--- src/rtl/simpleuart_fifo_if.sv ---
// simpleuart_fifo_if: CPU data/status port and simpleuart data port bundled as one bus
interface simpleuart_fifo_if;
    logic        dat_we;
    logic        dat_re;
    logic [31:0] dat_di;
    logic [31:0] dat_do;
    logic        dat_wait;
    logic        stat_we;
    logic [31:0] stat_do;
    logic        uart_dat_we;
    logic [31:0] uart_dat_di;
    logic        uart_dat_wait;
    logic        uart_dat_re;
    logic [31:0] uart_dat_do;

    modport slave (
        input  dat_we, dat_re, dat_di, stat_we, uart_dat_wait, uart_dat_do,
        output dat_do, dat_wait, stat_do, uart_dat_we, uart_dat_di, uart_dat_re
    );

    modport master (
        output dat_we, dat_re, dat_di, stat_we, uart_dat_wait, uart_dat_do,
        input  dat_do, dat_wait, stat_do, uart_dat_we, uart_dat_di, uart_dat_re
    );
endinterface

--- src/rtl/simpleuart_fifo.sv ---
// simpleuart_fifo: TX/RX byte FIFOs between the CPU iomem data register and simpleuart
module simpleuart_fifo #(
    parameter int TX_DEPTH = 16,
    parameter int RX_DEPTH = 16
) (
    input  logic              clk,
    input  logic              resetn,
    simpleuart_fifo_if.slave  bus
);
    localparam int TAW = $clog2(TX_DEPTH);
    localparam int RAW = $clog2(RX_DEPTH);
    localparam int TCW = TAW + 1;
    localparam int RCW = RAW + 1;

    logic [7:0]     tx_mem_q [TX_DEPTH];
    logic [TAW-1:0] tx_rd_q, tx_rd_d, tx_wr_q, tx_wr_d;
    logic [TCW-1:0] tx_cnt_q, tx_cnt_d;
    logic [7:0]     rx_mem_q [RX_DEPTH];
    logic [RAW-1:0] rx_rd_q, rx_rd_d, rx_wr_q, rx_wr_d;
    logic [RCW-1:0] rx_cnt_q, rx_cnt_d;

    logic tx_full, tx_empty, rx_full, rx_empty;
    logic tx_push, tx_pop, rx_push, rx_pop, flush_tx, flush_rx;
    logic unused;

    // Full/empty come only from the registered counts, so a same-cycle pop never unblocks a push
    assign tx_full  = tx_cnt_q == TCW'(TX_DEPTH);
    assign tx_empty = tx_cnt_q == '0;
    assign rx_full  = rx_cnt_q == RCW'(RX_DEPTH);
    assign rx_empty = rx_cnt_q == '0;

    assign tx_push  = bus.dat_we && !tx_full;
    assign tx_pop   = bus.uart_dat_we && !bus.uart_dat_wait;
    assign rx_push  = bus.uart_dat_re;
    assign rx_pop   = bus.dat_re && !rx_empty;
    assign flush_tx = bus.stat_we && bus.dat_di[0];
    assign flush_rx = bus.stat_we && bus.dat_di[1];

    assign bus.dat_wait    = bus.dat_we && tx_full;
    assign bus.uart_dat_we = !tx_empty;
    assign bus.uart_dat_di = {24'b0, tx_mem_q[tx_rd_q]};
    assign bus.uart_dat_re = !bus.uart_dat_do[31] && !rx_full;
    assign bus.dat_do      = rx_empty ? 32'hFFFF_FFFF : {24'b0, rx_mem_q[rx_rd_q]};
    assign bus.stat_do     = {12'b0, rx_full, rx_empty, tx_full, tx_empty, 8'(rx_cnt_q), 8'(tx_cnt_q)};

    assign unused = ^{bus.dat_di[31:8], bus.uart_dat_do[30:8]};

    // Next pointers and counts; a flush overrides any push/pop on the same FIFO
    always_comb begin
        tx_wr_d  = flush_tx ? '0 : tx_wr_q + TAW'(tx_push);
        tx_rd_d  = flush_tx ? '0 : tx_rd_q + TAW'(tx_pop);
        tx_cnt_d = flush_tx ? '0 : tx_cnt_q + TCW'(tx_push) - TCW'(tx_pop);
        rx_wr_d  = flush_rx ? '0 : rx_wr_q + RAW'(rx_push);
        rx_rd_d  = flush_rx ? '0 : rx_rd_q + RAW'(rx_pop);
        rx_cnt_d = flush_rx ? '0 : rx_cnt_q + RCW'(rx_push) - RCW'(rx_pop);
    end

    // Pointer and count registers
    always_ff @(posedge clk or negedge resetn) begin
        if (!resetn) begin
            tx_wr_q  <= '0;
            tx_rd_q  <= '0;
            tx_cnt_q <= '0;
            rx_wr_q  <= '0;
            rx_rd_q  <= '0;
            rx_cnt_q <= '0;
        end else begin
            tx_wr_q  <= tx_wr_d;
            tx_rd_q  <= tx_rd_d;
            tx_cnt_q <= tx_cnt_d;
            rx_wr_q  <= rx_wr_d;
            rx_rd_q  <= rx_rd_d;
            rx_cnt_q <= rx_cnt_d;
        end
    end

    // Storage arrays need no reset; only slots covered by the count are ever read
    always_ff @(posedge clk) begin
        if (tx_push) tx_mem_q[tx_wr_q] <= bus.dat_di[7:0];
        if (rx_push) rx_mem_q[rx_wr_q] <= bus.uart_dat_do[7:0];
    end
endmodule

--- src/flat_wrapper.sv ---
// flat-port wrapper written by rule: the top's interface ports become plain ports
module simpleuart_fifo_flat 
#(
    parameter int TX_DEPTH = 16,
    parameter int RX_DEPTH = 16
)
  (clk, resetn, bus_dat_we, bus_dat_re, bus_dat_di, bus_stat_we, bus_uart_dat_wait, bus_uart_dat_do, bus_dat_do, bus_dat_wait, bus_stat_do, bus_uart_dat_we, bus_uart_dat_di, bus_uart_dat_re);
  simpleuart_fifo_if bus_i ();
  input  logic clk;
  input  logic resetn;
  input wire logic [$bits(bus_i.dat_we)-1:0] bus_dat_we;
  input wire logic [$bits(bus_i.dat_re)-1:0] bus_dat_re;
  input wire logic [$bits(bus_i.dat_di)-1:0] bus_dat_di;
  input wire logic [$bits(bus_i.stat_we)-1:0] bus_stat_we;
  input wire logic [$bits(bus_i.uart_dat_wait)-1:0] bus_uart_dat_wait;
  input wire logic [$bits(bus_i.uart_dat_do)-1:0] bus_uart_dat_do;
  output wire logic [$bits(bus_i.dat_do)-1:0] bus_dat_do;
  output wire logic [$bits(bus_i.dat_wait)-1:0] bus_dat_wait;
  output wire logic [$bits(bus_i.stat_do)-1:0] bus_stat_do;
  output wire logic [$bits(bus_i.uart_dat_we)-1:0] bus_uart_dat_we;
  output wire logic [$bits(bus_i.uart_dat_di)-1:0] bus_uart_dat_di;
  output wire logic [$bits(bus_i.uart_dat_re)-1:0] bus_uart_dat_re;
  assign bus_i.dat_we = bus_dat_we;
  assign bus_i.dat_re = bus_dat_re;
  assign bus_i.dat_di = bus_dat_di;
  assign bus_i.stat_we = bus_stat_we;
  assign bus_i.uart_dat_wait = bus_uart_dat_wait;
  assign bus_i.uart_dat_do = bus_uart_dat_do;
  assign bus_dat_do = bus_i.dat_do;
  assign bus_dat_wait = bus_i.dat_wait;
  assign bus_stat_do = bus_i.stat_do;
  assign bus_uart_dat_we = bus_i.uart_dat_we;
  assign bus_uart_dat_di = bus_i.uart_dat_di;
  assign bus_uart_dat_re = bus_i.uart_dat_re;
  simpleuart_fifo #(.TX_DEPTH(TX_DEPTH), .RX_DEPTH(RX_DEPTH)) u_core (.clk(clk), .resetn(resetn), .bus(bus_i));
endmodule
--- config.mk ---
export PLATFORM = sky130hd
export DESIGN_NAME = simpleuart_fifo_flat
export DESIGN_NICKNAME = d
export VERILOG_FILES = /design/src/rtl/simpleuart_fifo_if.sv /design/src/rtl/simpleuart_fifo.sv /design/src/flat_wrapper.sv
export SDC_FILE = /design/constraint.sdc
export NUM_CORES = 1
export LEC_CHECK = 0
export CORE_MARGIN = 2
export CORE_UTILIZATION = 51
export CTS_CLUSTER_DIAMETER = 100
export DETAILED_ROUTE_END_ITERATION = 10
export GPL_TIMING_DRIVEN = 0
export PLACE_DENSITY = 0.8
export SYNTH_ARGS = -nofsm -noshare
export SYNTH_HDL_FRONTEND = slang
export SYNTH_SLANG_ARGS = --single-unit
--- constraint.sdc ---
create_clock -name clk -period 3.4 [get_ports clk]
set_clock_uncertainty 0.2 [all_clocks]
set_input_delay 0.68 -clock clk [delete_from_list [all_inputs] [get_ports clk]]
set_output_delay 0.68 -clock clk [all_outputs]
set_load 0.1 [all_outputs]
=== Word level (Yosys, flattened, before mapping) ===
Memories as Yosys holds them, arrays and structs flattened.
Index checks and enable logic that the tools add are counted.

* Bits in latches: 0
* Bits of input ports: 70
* ROM bits: 0
* Flip-flop bits (word level): 26
* Memories kept: 2
* Word-level logic and storage cells: 44
* RAM bits: 256

* $lt $le $gt $ge: 0
* Divide/modulo/power cells: 0
* Shift operators: 0
* Add/sub/neg operators: 8
* Bitwise gates (word level): 0
* Equal/unequal tests: 2
* $mul: 0
* Reduce and logical (&&, ||, !) cells: 15
* Mux-type cells: 11

{| class="wikitable"
|+ Memories
! memory !! depth !! width !! rd ports !! clocked after memory_dff !! wr ports !! line !! RTL
|-
| u_core.rx_mem_q || 16 || 8 || 1 || 0 || 1 || simpleuart_fifo.sv:18 || <nowiki>logic [7:0] rx_mem_q [RX_DEPTH];</nowiki>
|-
| u_core.tx_mem_q || 16 || 8 || 1 || 0 || 1 || simpleuart_fifo.sv:15 || <nowiki>logic [7:0] tx_mem_q [TX_DEPTH];</nowiki>
|}

{| class="wikitable"
|+ Operators with widths
! cell !! number
|-
| two-way mux 32 bit || 1
|-
| adder 4 x 1 -> 4 bit || 4
|-
| two-way mux 4 bit || 4
|-
| adder 5 x 1 -> 5 bit || 2
|-
| == test 5 bit (second input constant) || 2
|-
| zero test 5 bit || 2
|-
| two-way mux 5 bit || 2
|-
| subtractor 5 x 1 -> 5 bit || 2
|-
| logical AND 1 bit || 7
|-
| zero test 1 bit || 6
|-
| two-way mux 1 bit || 4
|}

=== Longest topological paths before layout ===
Gate-level depths: netlist of the first run.

* Depth after elaboration: 6
* Mapped depth: 14
* Depth with buffers taken out: 14

=== Worst setup path after synthesis of the first run ===
OpenSTA, ideal clock, no wires.

* Path kind: register to register
* Start: register u_core.rx_cnt_q[2]
* End: register u_core.rx_cnt_q[4]
* Path slack: -1.327 ns
* Data required time: 3.068 ns
* Arrival: 4.395 ns
* Path buffers: 0
* Cell stages (with the launch flop): 15
* Clock period less this slack: 4.727 ns
* Path through: dfrtp_1 > inv_1 > ha_1 > nor4bb_1 > nor2_1 > inv_1 > ha_1 > inv_1 > ha_1 > inv_1 > fa_1 > nor2b_1 > o21bai_1 > a21oi_1 > nor3b_1

* Longest elaborated chain between the ends: 6

{| class="wikitable"
|+ Ends and longest elaborated chain
! element !! line !! RTL
|-
| start: declaration || simpleuart_fifo.sv:20 || <nowiki>logic [RCW-1:0] rx_cnt_q, rx_cnt_d;</nowiki>
|-
| start signal: assignment || simpleuart_fifo.sv:73 || <nowiki>rx_cnt_q <= rx_cnt_d;</nowiki>
|-
| == test 5 bit || simpleuart_fifo.sv:29 || <nowiki>assign rx_full = rx_cnt_q == RCW'(RX_DEPTH);</nowiki>
|-
| via u_core.rx_full || simpleuart_fifo.sv:22 || <nowiki>logic tx_full, tx_empty, rx_full, rx_empty;</nowiki>
|-
| zero test 1 bit || simpleuart_fifo.sv:42 || <nowiki>assign bus.uart_dat_re = !bus.uart_dat_do[31] && !rx_full;</nowiki>
|-
| logical AND 1 bit || simpleuart_fifo.sv:42 ||
|-
| via bus_uart_dat_re || flat_wrapper.sv:22 || <nowiki>output wire logic [$bits(bus_i.uart_dat_re)-1:0] bus_uart_dat_re;</nowiki>
|-
| adder 5 x 1 -> 5 bit || simpleuart_fifo.sv:55 || <nowiki>rx_cnt_d = flush_rx ? '0 : rx_cnt_q + RCW'(rx_push) - RCW'(rx_pop);</nowiki>
|-
| subtractor 5 x 1 -> 5 bit || simpleuart_fifo.sv:55 ||
|-
| two-way mux 5 bit || simpleuart_fifo.sv:55 ||
|-
| via u_core.rx_cnt_d[4] || simpleuart_fifo.sv:20 ||
|}

The timed path passes the listed nets, and every way through them passes these cells.

=== Worst setup path in the final report of the first run ===
* Start: register u_core.tx_rd_q[0]
* End: output bus_uart_dat_di[1]

* Longest elaborated chain between the ends: 1

{| class="wikitable"
|+ Ends and longest elaborated chain
! element !! line !! RTL
|-
| start: declaration || simpleuart_fifo.sv:16 || <nowiki>logic [TAW-1:0] tx_rd_q, tx_rd_d, tx_wr_q, tx_wr_d;</nowiki>
|-
| start signal: assignment || simpleuart_fifo.sv:69 || <nowiki>tx_rd_q <= tx_rd_d;</nowiki>
|-
| memory read (16 x 8 bit) || - ||
|-
| end: declaration || flat_wrapper.sv:21 || <nowiki>output wire logic [$bits(bus_i.uart_dat_di)-1:0] bus_uart_dat_di;</nowiki>
|}

Every way passes these cells.

==> results of run 1 <==
layout make-up:
| class | instances | area share [%] |
|---|---|---|
| repair inverters | 1 | 0.113 |
| clock buffers | 32 | 4.97 |
| well taps | 319 | 2.77 |
| flip-flops and latches | 282 | 57.9 |
| plain buffers | 97 | 5.09 |
| multi-input cells | 311 | 21.3 |
| clock inverters | 20 | 1.81 |
| inverters | 18 | 0.521 |
| repair buffers | 82 | 5.48 |
registers in the layout, indices dropped and copies added (netlist names):
signal           flops
u_core.rx_cnt_q      5
u_core.rx_mem_q    128
u_core.rx_rd_q       4
u_core.rx_wr_q       4
u_core.tx_cnt_q      5
u_core.tx_mem_q    128
u_core.tx_rd_q       4
u_core.tx_wr_q       4
cells by family (layout without fill, tap and decap cells):
logic type	after synthesis	in the layout	synth area share [%]
AOI/OAI and AO/OA	40	40	2.16
xor gates and xnor gates	12	12	0.873
adders and majority gates	22	22	2.41
buffers and inverters	118	250	6.39
DFF	282	282	69.3
muxes	96	96	14.6
other	1	42	0.0312
and+or+nand+nor	99	99	4.29
cell usage in the layout (no fill, tap or decap), types with 9 or more instances in the layout:
cell type        count
edfxtp_1           256
buf_4               84
mux4_2              52
conb_1              42
mux2i_1             40
nor2_1              37
clkdlybuf4s50_1     32
clkbuf_16           28
dfrtp_1             22
ha_1                20
inv_1               17
clkbuf_4            17
a22oi_1             16
and2_1              14
clkbuf_1            13
buf_6               10
nor3_1               9
power groups by stage:
stage               Combinational (mW)  Sequential [mW]  Clock (mW)
finish                            6.59             4.34        3.24
global placement                  6.24             4.36           0
global route                      6.90             4.38        3.42
CTS                               6.45             4.33        3.29
floorplan                         4.57             4.75           0
detailed placement                6.33             4.38           0
worst max-delay path, delay by kind of cell (launching register included):
family	cells	cell delay [ps]
buf+inv	3	510
flops	1	370
mux	2	1080
worst min-delay path by stage:
| stage | end | startpoint | cells after the start | slack [ps] |
|---|---|---|---|---|
| 6_report | u_core.tx_cnt_q[4] | u_core.tx_cnt_q[3] | 3 | 470 |
| 4_1_cts | u_core.rx_rd_q[1] | u_core.rx_rd_q[1] | 2 | 410 |
| 2_1_floorplan | u_core.rx_cnt_q[0] | resetn | 0 | 180 |
| 3_5_place_dp | u_core.rx_rd_q[1] | u_core.rx_rd_q[1] | 2 | 400 |
| 3_3_place_gp | u_core.tx_rd_q[1] | u_core.tx_rd_q[1] | 2 | 380 |
| 5_1_grt | u_core.tx_wr_q[3] | u_core.tx_wr_q[3] | 3 | 500 |
stage by stage:
step	worst slack [ps]	util [%]	setup TNS [ps]
after floorplan	-249	-	-2170
after global placement	-601	57.4	-19820
after detailed placement	-620	57.4	-20850
after CTS	-34.4	61.3	-34.4
after global routing	-56.4	61.7	-301
final	12.0	61.7	0
metal layers:
layer / GRT usage (%) / wire length (µm) / up-vias
met5: 0 / 0 / -
met4: 5.02 / 405 / 0
met3: 3.50 / 1780 / 27
met2: 33.5 / 12000 / 283
met1: 27.0 / 9830 / 3166
li1: - / - / 2782
repair_timing:
item,CTS,global route
endpoints found under the setup margin,48,53
cloned,1,0
pin swaps,2,1
buffers inserted,2,0
gates resized for setup,284,50
==> results by group, run 1 <==
Outcome
  • Status: finished, final reports clean

Route
  • DRT antenna net count: 0
  • Via density: about 5.4
  • Via count: approximately 6.3k
  • Mean routed wirelength per cell: ~21 µm
  • Drt total wl: 24000 µm
  • DR pass1 iterations: 5
  • # DRC: 0
  • First DRT Iteration DRCs: roughly 620

Power and ir drop
  • Switching Share: a little over two fifths
  • Total Power: 14.2 mW
  • Internal power: 8.22 mW
  • Logic pwr share: approximately 47%
  • Leakage: 5.17 nW
  • Sw power: around 6.0 mW
  • Sequential share of power: 30.6%
  • Pwr dens: roughly 980 nW/µm²
  • Worst vdd ir: just over 0.0008 V
  • Clock network fraction of total power: between 20 and 25%

Timing
  • Slew @ Worst Pin: roughly 1400 ps
  • Final Hold Vio Count: 0
  • Fmax: a little under 300 MHz
  • Max-slew violations: 0
  • Relative max-transition margin: 7.92%
  • Fin crit share: between 90% and 100%
  • Final min period: 3390 ps
  • Final Setup Violations: 0
  • Unrepaired setup endpoints after global routing: yes
  • Worst hold margin: around 470 ps

Final layout
  • Design area: around 14000 µm²
  • Fillers: approximately 1.6k
  • Register Area: between 8000 and 9000 µm²
  • Total Nets Final: about 900
  • Area of the multi-input gates: slightly above 3000 µm²
  • Layout area overhead: 19.7%
  • Share of cells above drive strength 1: about 29%
  • Antenna Cells: 0
  • Non-filler cells, final: 1162

Setup path
  • Slowest CP cell: mux4_2
  • Worst Setup End Kind: primary output
  • Crit path top cell by count: mux4_2
  • Startpoint Class: flop
  • Worst-path maximum fanout: 10
  • CP endpoint: bus_uart_dat_di[1]
  • R2r endpoint: u_core.rx_cnt_q[4]
  • WP data required: between 2000 and 3000 ps
  • CP Cell Sequence: buf_6 -> buf_12 -> mux4_2 -> mux4_2 -> buf_8
  • Crit path largest cell delay: between 500 and 600 ps
  • Worst Path Arrival: about 2500 ps
  • R2r startpoint: u_core.rx_cnt_q[2]
  • Reg-to-reg slack, setup: 150 ps
  • R2R cell count: 13
  • Crit path kind: flop to primary output
  • Worst Setup SP: u_core.tx_rd_q[0]

Synthesis
  • Synth top area share: between 60% and 70%
  • Seq/Total Area, Yosys: 69.3%
  • Synth unique cells: 40
  • Syn_area_per_cell: ~18 µm²
  • FF+latch count, synth: between 200 and 300
  • Synth top cells by count: edfxtp_1 (256), buf_4 (73), mux2i_1 (40), nor2_1 (39), mux4_2 (32)
  • Most common cell in the synthesized netlist: edfxtp_1
  • Largest area contributor in the netlist: edfxtp_1
  • Syn Std Cell Area: about 12000 µm²
  • Synth top area cells: edfxtp_1 (64%), mux4_2 (6.0%), dfrtp_1 (5.4%)
  • Post-synth EDFFs: roughly 260
  • Async S/R FF share, synth: between 9 and 10%
  • Primary FF master, synth: edfxtp_1
  • Synth Warn #: 0
  • Post-Synthesis Cells: 670

Min path
  • Hold Path Class: flop to flop

Floorplanning
  • I/O pin total: approximately 170
  • DIE WIDTH: about 160 µm
  • Core Rows: 56
  • Core area: around 23000 µm²
  • Height of the die: 158 µm
  • Initial core utilization: slightly above 50%
  • Die area: between 20000 and 25000 µm²

Global routing
  • Total GRT Usage: between 10% and 20%
  • GRT overflow: 0
  • Initial antenna violation count: 0
  • Largest net degree at the start of global routing: 27
  • First-pass GRT wire length: roughly 37000 µm
  • Vias in the first global route: slightly above 6k

Clock tree
  • Total CTS buffers: 28
  • CTS Root Buffer Type: clkbuf_16
  • CTS sink cnt: 282
  • H-Tree Level Count: 1
  • Worst-case clock buffer depth: 3
  • Cts hold-fix bufs: 0
  • CTS tree: built
  • Clock transition at path regs: roughly 60 ps
  • Clock Latency Late Sink: between 500 and 600 ps

Placed design
  • Final GP Congestion: about 0.73
  • Buffers on Ports: 79
  • Post-DP Area: roughly 13000 µm²
  • DP HPWL: about 16000 µm
  • Cells after DPL: between 1k and 1.5k

Job
  • # Max-Cap Violations: 0
No activity file was read; power rests on OpenSTA's default activity.
==> inputs of run 2 (changes only) <==
--- a/config.mk
+++ b/config.mk
@@ -6,11 +6,11 @@
 export NUM_CORES = 1
 export LEC_CHECK = 0
 export CORE_MARGIN = 2
-export CORE_UTILIZATION = 51
+export CORE_UTILIZATION = 49
 export CTS_CLUSTER_DIAMETER = 100
 export DETAILED_ROUTE_END_ITERATION = 10
 export GPL_TIMING_DRIVEN = 0
-export PLACE_DENSITY = 0.8
+export PLACE_DENSITY = 0.81
 export SYNTH_ARGS = -nofsm -noshare
 export SYNTH_HDL_FRONTEND = slang
 export SYNTH_SLANG_ARGS = --single-unit
==> constraint.sdc (replaced) <==
create_clock -name clk -period 2.9 [get_ports clk]
set_clock_uncertainty 0.2 [all_clocks]
set_input_delay 0.58 -clock clk [delete_from_list [all_inputs] [get_ports clk]]
set_output_delay 0.58 -clock clk [all_outputs]
set_load 0.1 [all_outputs]
==> run 2 against run 1 <==
  * The run now ends with setup timing left
  * Cell count rose by 1.5%
  * Design area grew 7.9%
  * Register-to-register slack lost 260 ps
  * Global-route usage down 0.95 points
  * Critical path type unchanged
  * Largest power group unchanged
==> results by group, run 2 (same netlist as run 1, synthesis figures left out) <==
Setup path
  • Worst-path maximum fanout: 10 (unchanged)
  • WP data required: 2120 ps (-400 ps)
  • Startpoint Class: flop
  • Worst Setup End Kind: primary output
  • Slowest CP cell: mux4_2
  • Crit path largest cell delay: 570 ps (+20 ps)
  • Crit path kind: flop to primary output
  • Worst Path Arrival: 2540 ps (+30 ps)
  • CP Cell Sequence: buf_6 -> buf_12 -> mux4_2 -> mux4_2 -> buf_12

Clock tree
  • CTS Root Buffer Type: clkbuf_16
  • CTS tree: built
  • H-Tree Level Count: 1 (unchanged)
  • CTS sink cnt: 282 (unchanged)
  • Clock transition at path regs: 60 ps (about the same)
  • Worst-case clock buffer depth: 3 (unchanged)
  • Total CTS buffers: 27 (-3.6%)
  • Clock Latency Late Sink: 520 ps (about the same)

Min path
  • Hold Path Class: input pin to asynchronous set/reset pin

Final layout
  • Biggest regs: u_core.rx_mem_q: 128 flops, u_core.tx_mem_q: 128 flops
  • Design area: 15500 µm² (+7.9%)
  • Antenna Cells: 0 (unchanged)
  • Area of the multi-input gates: 3560 µm² (+16%)
  • Layout area overhead: 29.1%
  • Share of cells above drive strength 1: 37.0% (+7.9 points)
  • Total Nets Final: 927 (+1.5%)
  • Fillers: 1590 (-3.2%)
  • Register Area: 8360 µm² (+0.20%)
  • Most common cell after layout, fill and taps aside: edfxtp_1
  • Commonest cells after routing, fill and taps aside: edfxtp_1 (256), buf_4 (58), buf_12 (46), conb_1 (42), mux4_2 (39)

Power and ir drop
  • Leakage: 5.54 nW (+7.0%)
  • Worst vdd ir: 0.000941 V (+15%)
  • Total Power: 17.7 mW (+25%)
  • Pwr dens: 1140 nW/µm² (+16%)

Outcome
  • Failing checks: setup timing
  • Status: finished with violations

Placed design
  • DP HPWL: 14900 µm (-4.8%)
  • Buffers on Ports: 79 (unchanged)
  • Post-DP Area: 13600 µm² (+1.5%)
  • Final GP Congestion: 0.762 (+4.2%)

Timing
  • Unrepaired setup endpoints after global routing: yes
  • Fin crit share: 114%
  • Slew @ Worst Pin: 1010 ps (-357 ps)
  • Fmax: between 300 and 400 MHz
  • Relative max-transition margin: 32.7% (+25 points)
  • Final Setup Violations: 43 (+43)
  • Max-slew violations: 0 (unchanged)
  • Final min period: about 3300 ps
  • Final worst slack: -418 ps (-430 ps)
  • Final Hold Vio Count: 0 (unchanged)

Route
  • # DRC: 0 (unchanged)
  • DR pass1 iterations: 4 (-1)
  • Via count: 6233 (-0.40%)
  • Via density: 5.28 (-1.9%)
  • DRT antenna net count: 0 (unchanged)
  • First DRT Iteration DRCs: 439 (-30%)
  • Drt total wl: 24300 µm (+1.3%)
  • Mean routed wirelength per cell: 20.6 µm (-0.24%)

Floorplanning
  • DIE WIDTH: 161 µm (+2.0%)
  • Die area: 25800 µm² (+4.0%)
  • Core area: 24200 µm² (+3.9%)
  • Core Rows: 57 (+1.8%)
  • I/O pin total: 169 (unchanged)
  • Initial core utilization: 49.6% (-1.9 points)
  • Height of the die: 161 µm (+2.0%)

Global routing
  • Largest net degree at the start of global routing: 27 (unchanged)
  • GRT overflow: 0 (unchanged)
  • Initial antenna violation count: 1 (+1)
  • Total GRT Usage: 18.9% (-0.95 points)
  • First-pass GRT wire length: 37100 µm (+1.5%)
  • Vias in the first global route: 6391 (+4.4%)

Job
  • # Max-Cap Violations: 0 (unchanged)
run 2: cell count changes in the layout (fill, tap and decap cells not counted), sizes merged, moves of 3 or more:
cell / delta
bufinv: -4
dlymetal6s2s: +3
buf: +32
clkinv: -3
inv: +4
clkdlybuf4s50: -10
clkbuf: -11
dlygate4sd2: +4
run 2: report_power, final:
| group | switching [mW] | internal, mW | leakage, nW |
|---|---|---|---|
| clock | 1.41 | 1.93 | 0.417 |
| sequential | 0.255 | 4.87 | 2.63 |
| combinational | 5.77 | 3.51 | 2.49 |
run 2: path summary, 6_finish.rpt:
| kind | to | start | slack (ps) | depth (start not counted) |
|---|---|---|---|---|
| worst max-delay path | bus_uart_dat_di[7] | u_core.tx_rd_q[0] | -420 | 5 |
| worst min-delay path | u_core.tx_cnt_q[4] | resetn | 400 | 2 |
| worst max register to register | u_core.rx_cnt_q[4] | u_core.rx_cnt_q[2] | -110 | 13 |
| worst min register to register | u_core.tx_rd_q[0] | u_core.tx_rd_q[0] | 420 | 2 |
| max in group asynchronous | u_core.rx_cnt_q[2] | resetn | 1640 | 2 |
| min in group clk | u_core.tx_rd_q[0] | u_core.tx_rd_q[0] | 420 | 2 |
run 2: area by class of cell:
type,count,share of cell area [%]
flip-flops and latches,282,53.8
multi-input cells,311,22.9
repair buffers,96,8.72
plain buffers,96,5.65
clock buffers,36,4.63
well taps,324,2.61
clock inverters,14,0.814
inverters,18,0.516
repair inverters,3,0.314
run 2: critical path: cells and delay by family (launching register included):
kind     cells  cell delay, ps
flops        1             360
buf+inv      3             500
mux          2            1140
run 2: repair_timing:
| action | CTS | global route |
|---|---|---|
| cloned | 3 | 0 |
| hold buffers | 0 | 1 |
| hold endpoints to repair | 0 | 26 |
| setup buffers | 12 | 5 |
| endpoints found under the setup margin | 95 | 160 |
| pin swaps | 10 | 7 |
| gates resized for setup | 499 | 43 |
run 2: per-layer routing:
layer  up-vias  GRT usage [%]  routed length [µm]
li1       2825              -                   -
met2       236           33.8               12800
met3        30           3.46                1570
met1      3140           24.1                9560
met4         2           4.26                 363
met5         -              0                   8
run 2: metrics by stage:
stage	setup TNS (ps)	setup WS, ps	std cells	util, %	hold WS, ps
finish	-10020	-418	1180	64.1	405
detailed placement	-58690	-1050	1114	56.0	397
CTS	-9830	-441	1175	63.2	422
global route	-12910	-476	1180	64.1	446
floorplan	-668	-323	711	-	84.4
global placement	-52760	-993	1114	56.0	378
==> inputs of run 3 (changes only) <==
--- a/config.mk
+++ b/config.mk
@@ -10,7 +10,9 @@
 export CTS_CLUSTER_DIAMETER = 100
 export DETAILED_ROUTE_END_ITERATION = 10
 export GPL_TIMING_DRIVEN = 0
+export MAX_ROUTING_LAYER = met4
 export PLACE_DENSITY = 0.81
 export SYNTH_ARGS = -nofsm -noshare
 export SYNTH_HDL_FRONTEND = slang
 export SYNTH_SLANG_ARGS = --single-unit
+export TNS_END_PERCENT = 5
==> run 3 against run 2 <==
  * The flow still finishes with violations (setup timing)
  * Routed wire length fell by 1.5%
  * Non-clock buffer count is 3 lower
  * Critical path depth did not move
  * Utilization shrank 2.1 points
  * Sequential share of layout area rose by 1.8 points
  * First-iteration DRC count is 5.7% higher
  * Sequential power about the same
  * Maximum frequency is 0.80% higher
  * Sequential cell count stayed put
  * Combinational power shrank 5.2%
  * Cell count fell by 0.34%
  * Global-route usage down 0.36 points
  * Critical endpoint is now bus_uart_dat_di[1]
  * Largest power group unchanged
  * Highest routed layer is now met4
==> results by group, run 3 (same netlist as run 1, synthesis figures left out) <==
Final layout
  • Most common cell after layout, fill and taps aside: edfxtp_1
  • Commonest cells after routing, fill and taps aside: edfxtp_1 (256), buf_4 (77), mux4_2 (48), buf_12 (43), conb_1 (42)
  • Fillers: 1673 (+5.2%)
  • Antenna Cells: 0 (unchanged)
  • Layout area overhead: 24.9%
  • Non-filler cells, final: 1176 (-0.34%)
  • Design area: 15000 µm² (-3.2%)
  • Total Nets Final: 923 (-0.43%)
  • Biggest regs: u_core.rx_mem_q: 128 flops, u_core.tx_mem_q: 128 flops
  • Share of cells above drive strength 1: 34.2% (-2.9 points)

Global routing
  • First-pass GRT wire length: 35500 µm (-4.5%)
  • Largest net degree at the start of global routing: 27 (unchanged)
  • Initial antenna violation count: 0 (-1)
  • Vias in the first global route: 6158 (-3.6%)
  • GRT overflow: 0 (unchanged)
  • Total GRT Usage: 18.5% (-0.36 points)

Outcome
  • Failing checks: setup timing
  • Status: finished with violations

Power and ir drop
  • Leakage: 5.39 nW (-2.6%)
  • Pwr dens: 1130 nW/µm² (-0.65%)
  • Worst vdd ir: 0.00117 V (+24%)

Route
  • DRT antenna net count: 0 (unchanged)
  • Drt total wl: 24000 µm (-1.5%)
  • # DRC: 0 (unchanged)
  • Via density: 5.32 (+0.65%)
  • Via count: 6252 (+0.30%)
  • DR pass1 iterations: 5 (+1)
  • Mean routed wirelength per cell: 20.4 µm (-1.2%)
  • First DRT Iteration DRCs: 464 (+5.7%)

Setup path
  • Crit path kind: flop to primary output
  • CP delay by family, top: multiplexers
  • Worst-path maximum fanout: 8 (-2)
  • Crit path top cell by count: buf_12
  • Worst Setup End Kind: primary output
  • Crit path largest cell delay: 560 ps (about the same)
  • Crit path buf inv count: 3 (unchanged)
  • Startpoint Class: flop
  • Slowest CP cell: mux4_2
  • Worst Path Arrival: 2510 ps (-30 ps)
  • CP Cell Sequence: buf_12 -> buf_12 -> mux4_2 -> mux4_2 -> buf_12
  • WP data required: 2120 ps (about the same)

Placed design
  • Post-DP Area: 13500 µm² (-0.86%)
  • DP HPWL: 15000 µm (+0.71%)
  • Final GP Congestion: 0.767 (+0.70%)
  • Cells after DPL: 1114 (unchanged)
  • Pre-CTS setup slack: -1020 ps (+28.6 ps)
  • Buffers on Ports: 79 (unchanged)

Floorplanning
  • Core area: 24200 µm² (unchanged)
  • DIE WIDTH: 161 µm (unchanged)
  • Core Rows: 57 (unchanged)
  • Height of the die: 161 µm (unchanged)
  • I/O pin total: 169 (unchanged)
  • Initial core utilization: 49.6% (unchanged)
  • Die area: 25800 µm² (unchanged)

Timing
  • Final min period: 3290 ps (-26.3 ps)
  • Slew @ Worst Pin: 993 ps (-19.8 ps)
  • Final Setup Violations: 45 (+4.7%)
  • Setup TNS: -10110 ps (-87.9 ps)
  • Relative max-transition margin: 33.6% (+0.85 points)
  • Final worst slack: -392 ps (+26.3 ps)
  • Final Hold Vio Count: 0 (unchanged)
  • Max-slew violations: 0 (unchanged)
  • Fin crit share: 114% (-0.91 points)
  • Fmax: 304 MHz (+0.80%)
  • Unrepaired setup endpoints after global routing: yes

Job
  • # Max-Cap Violations: 0 (unchanged)

Clock tree
  • CTS tree: built
  • Clock transition at path regs: 60 ps (about the same)
  • Total CTS buffers: 27 (unchanged)
  • CTS Root Buffer Type: clkbuf_16
  • Clock Latency Late Sink: 530 ps (about the same)
  • H-Tree Level Count: 1 (unchanged)
  • Worst-case clock buffer depth: 3 (unchanged)
  • CTS sink cnt: 282 (unchanged)

Min path
  • Hold Path Class: input pin to asynchronous set/reset pin
==> run 3: cell types whose count changed in the layout (fill, tap and decap cells not counted), sizes merged, moves of 2 or more <==
cell           before  now
buf               145  136
bufinv              2    0
clkdlybuf4s50      22   24
clkinv             10   18
inv                23   20
==> run 3: path summary, 6_finish.rpt <==
check | slack [ps] | from | end | depth (start not counted)
min reg2reg | 460 | u_core.tx_rd_q[0] | u_core.tx_rd_q[0] | 2
min in group clk | 460 | u_core.tx_rd_q[0] | u_core.tx_rd_q[0] | 2
max reg2reg | -150 | u_core.rx_cnt_q[3] | u_core.rx_cnt_q[4] | 13
min | 410 | resetn | u_core.rx_cnt_q[3] | 2
max | -390 | u_core.tx_rd_q[0] | bus_uart_dat_di[1] | 5
max in group asynchronous | 1600 | resetn | u_core.rx_cnt_q[2] | 2
==> run 3: worst reg2reg max path: cells and delay by family, from the launching register on <==
| kind | cells | cell delay [ps] |
|---|---|---|
| buf+inv | 3 | 160 |
| compound gates | 2 | 270 |
| fa+ha+maj | 4 | 810 |
| simple gates | 4 | 990 |
| flops | 1 | 490 |
==> run 3: per-stage QoR <==
step           hold WS [ps]  utilization, %  power [mW]
3_3_place_gp            378            55.6        12.5
3_5_place_dp            398            55.6        12.6
6_report                414            62.0        17.1
4_1_cts                 419            60.6        16.6
5_1_grt                 455            62.0        17.6
2_1_floorplan          84.4               -        11.0
==> run 3: area by class of cell <==
class,instances,area (µm²),area share [%]
Buffer,97,773,5.14
Inverter,18,85.1,0.566
Multi-Input combinational cell,311,3280,21.8
Timing Repair inverter,2,25.0,0.166
Timing Repair Buffer,92,1330,8.82
Clock inverter,18,90.1,0.599
Sequential cell,282,8350,55.6
Tap cell,324,405,2.70
Clock buffer,32,694,4.62
==> run 3: metal layers <==
metal	part of all wire, %	global-route usage [%]	vias up
met3	6.9	2.87	37
li1	-	-	2808
met4	2.1	4.50	0
met2	52	31.8	277
met1	39	23.4	3130
met5	0	-	-
==> run 3: timing repair <==
item	in CTS	in global routing
pin swaps	2	2
resized for setup	422	62
endpoints found under the setup margin	122	160
cloned	1	4
buffers inserted	1	8
hold buffers	0	1
hold endpoints to repair	0	26
==> run 3: power by group <==
group / switching, mW / internal [mW]
clock: 1.44 / 1.71
combinational: 5.54 / 3.27
sequential: 0.234 / 4.86
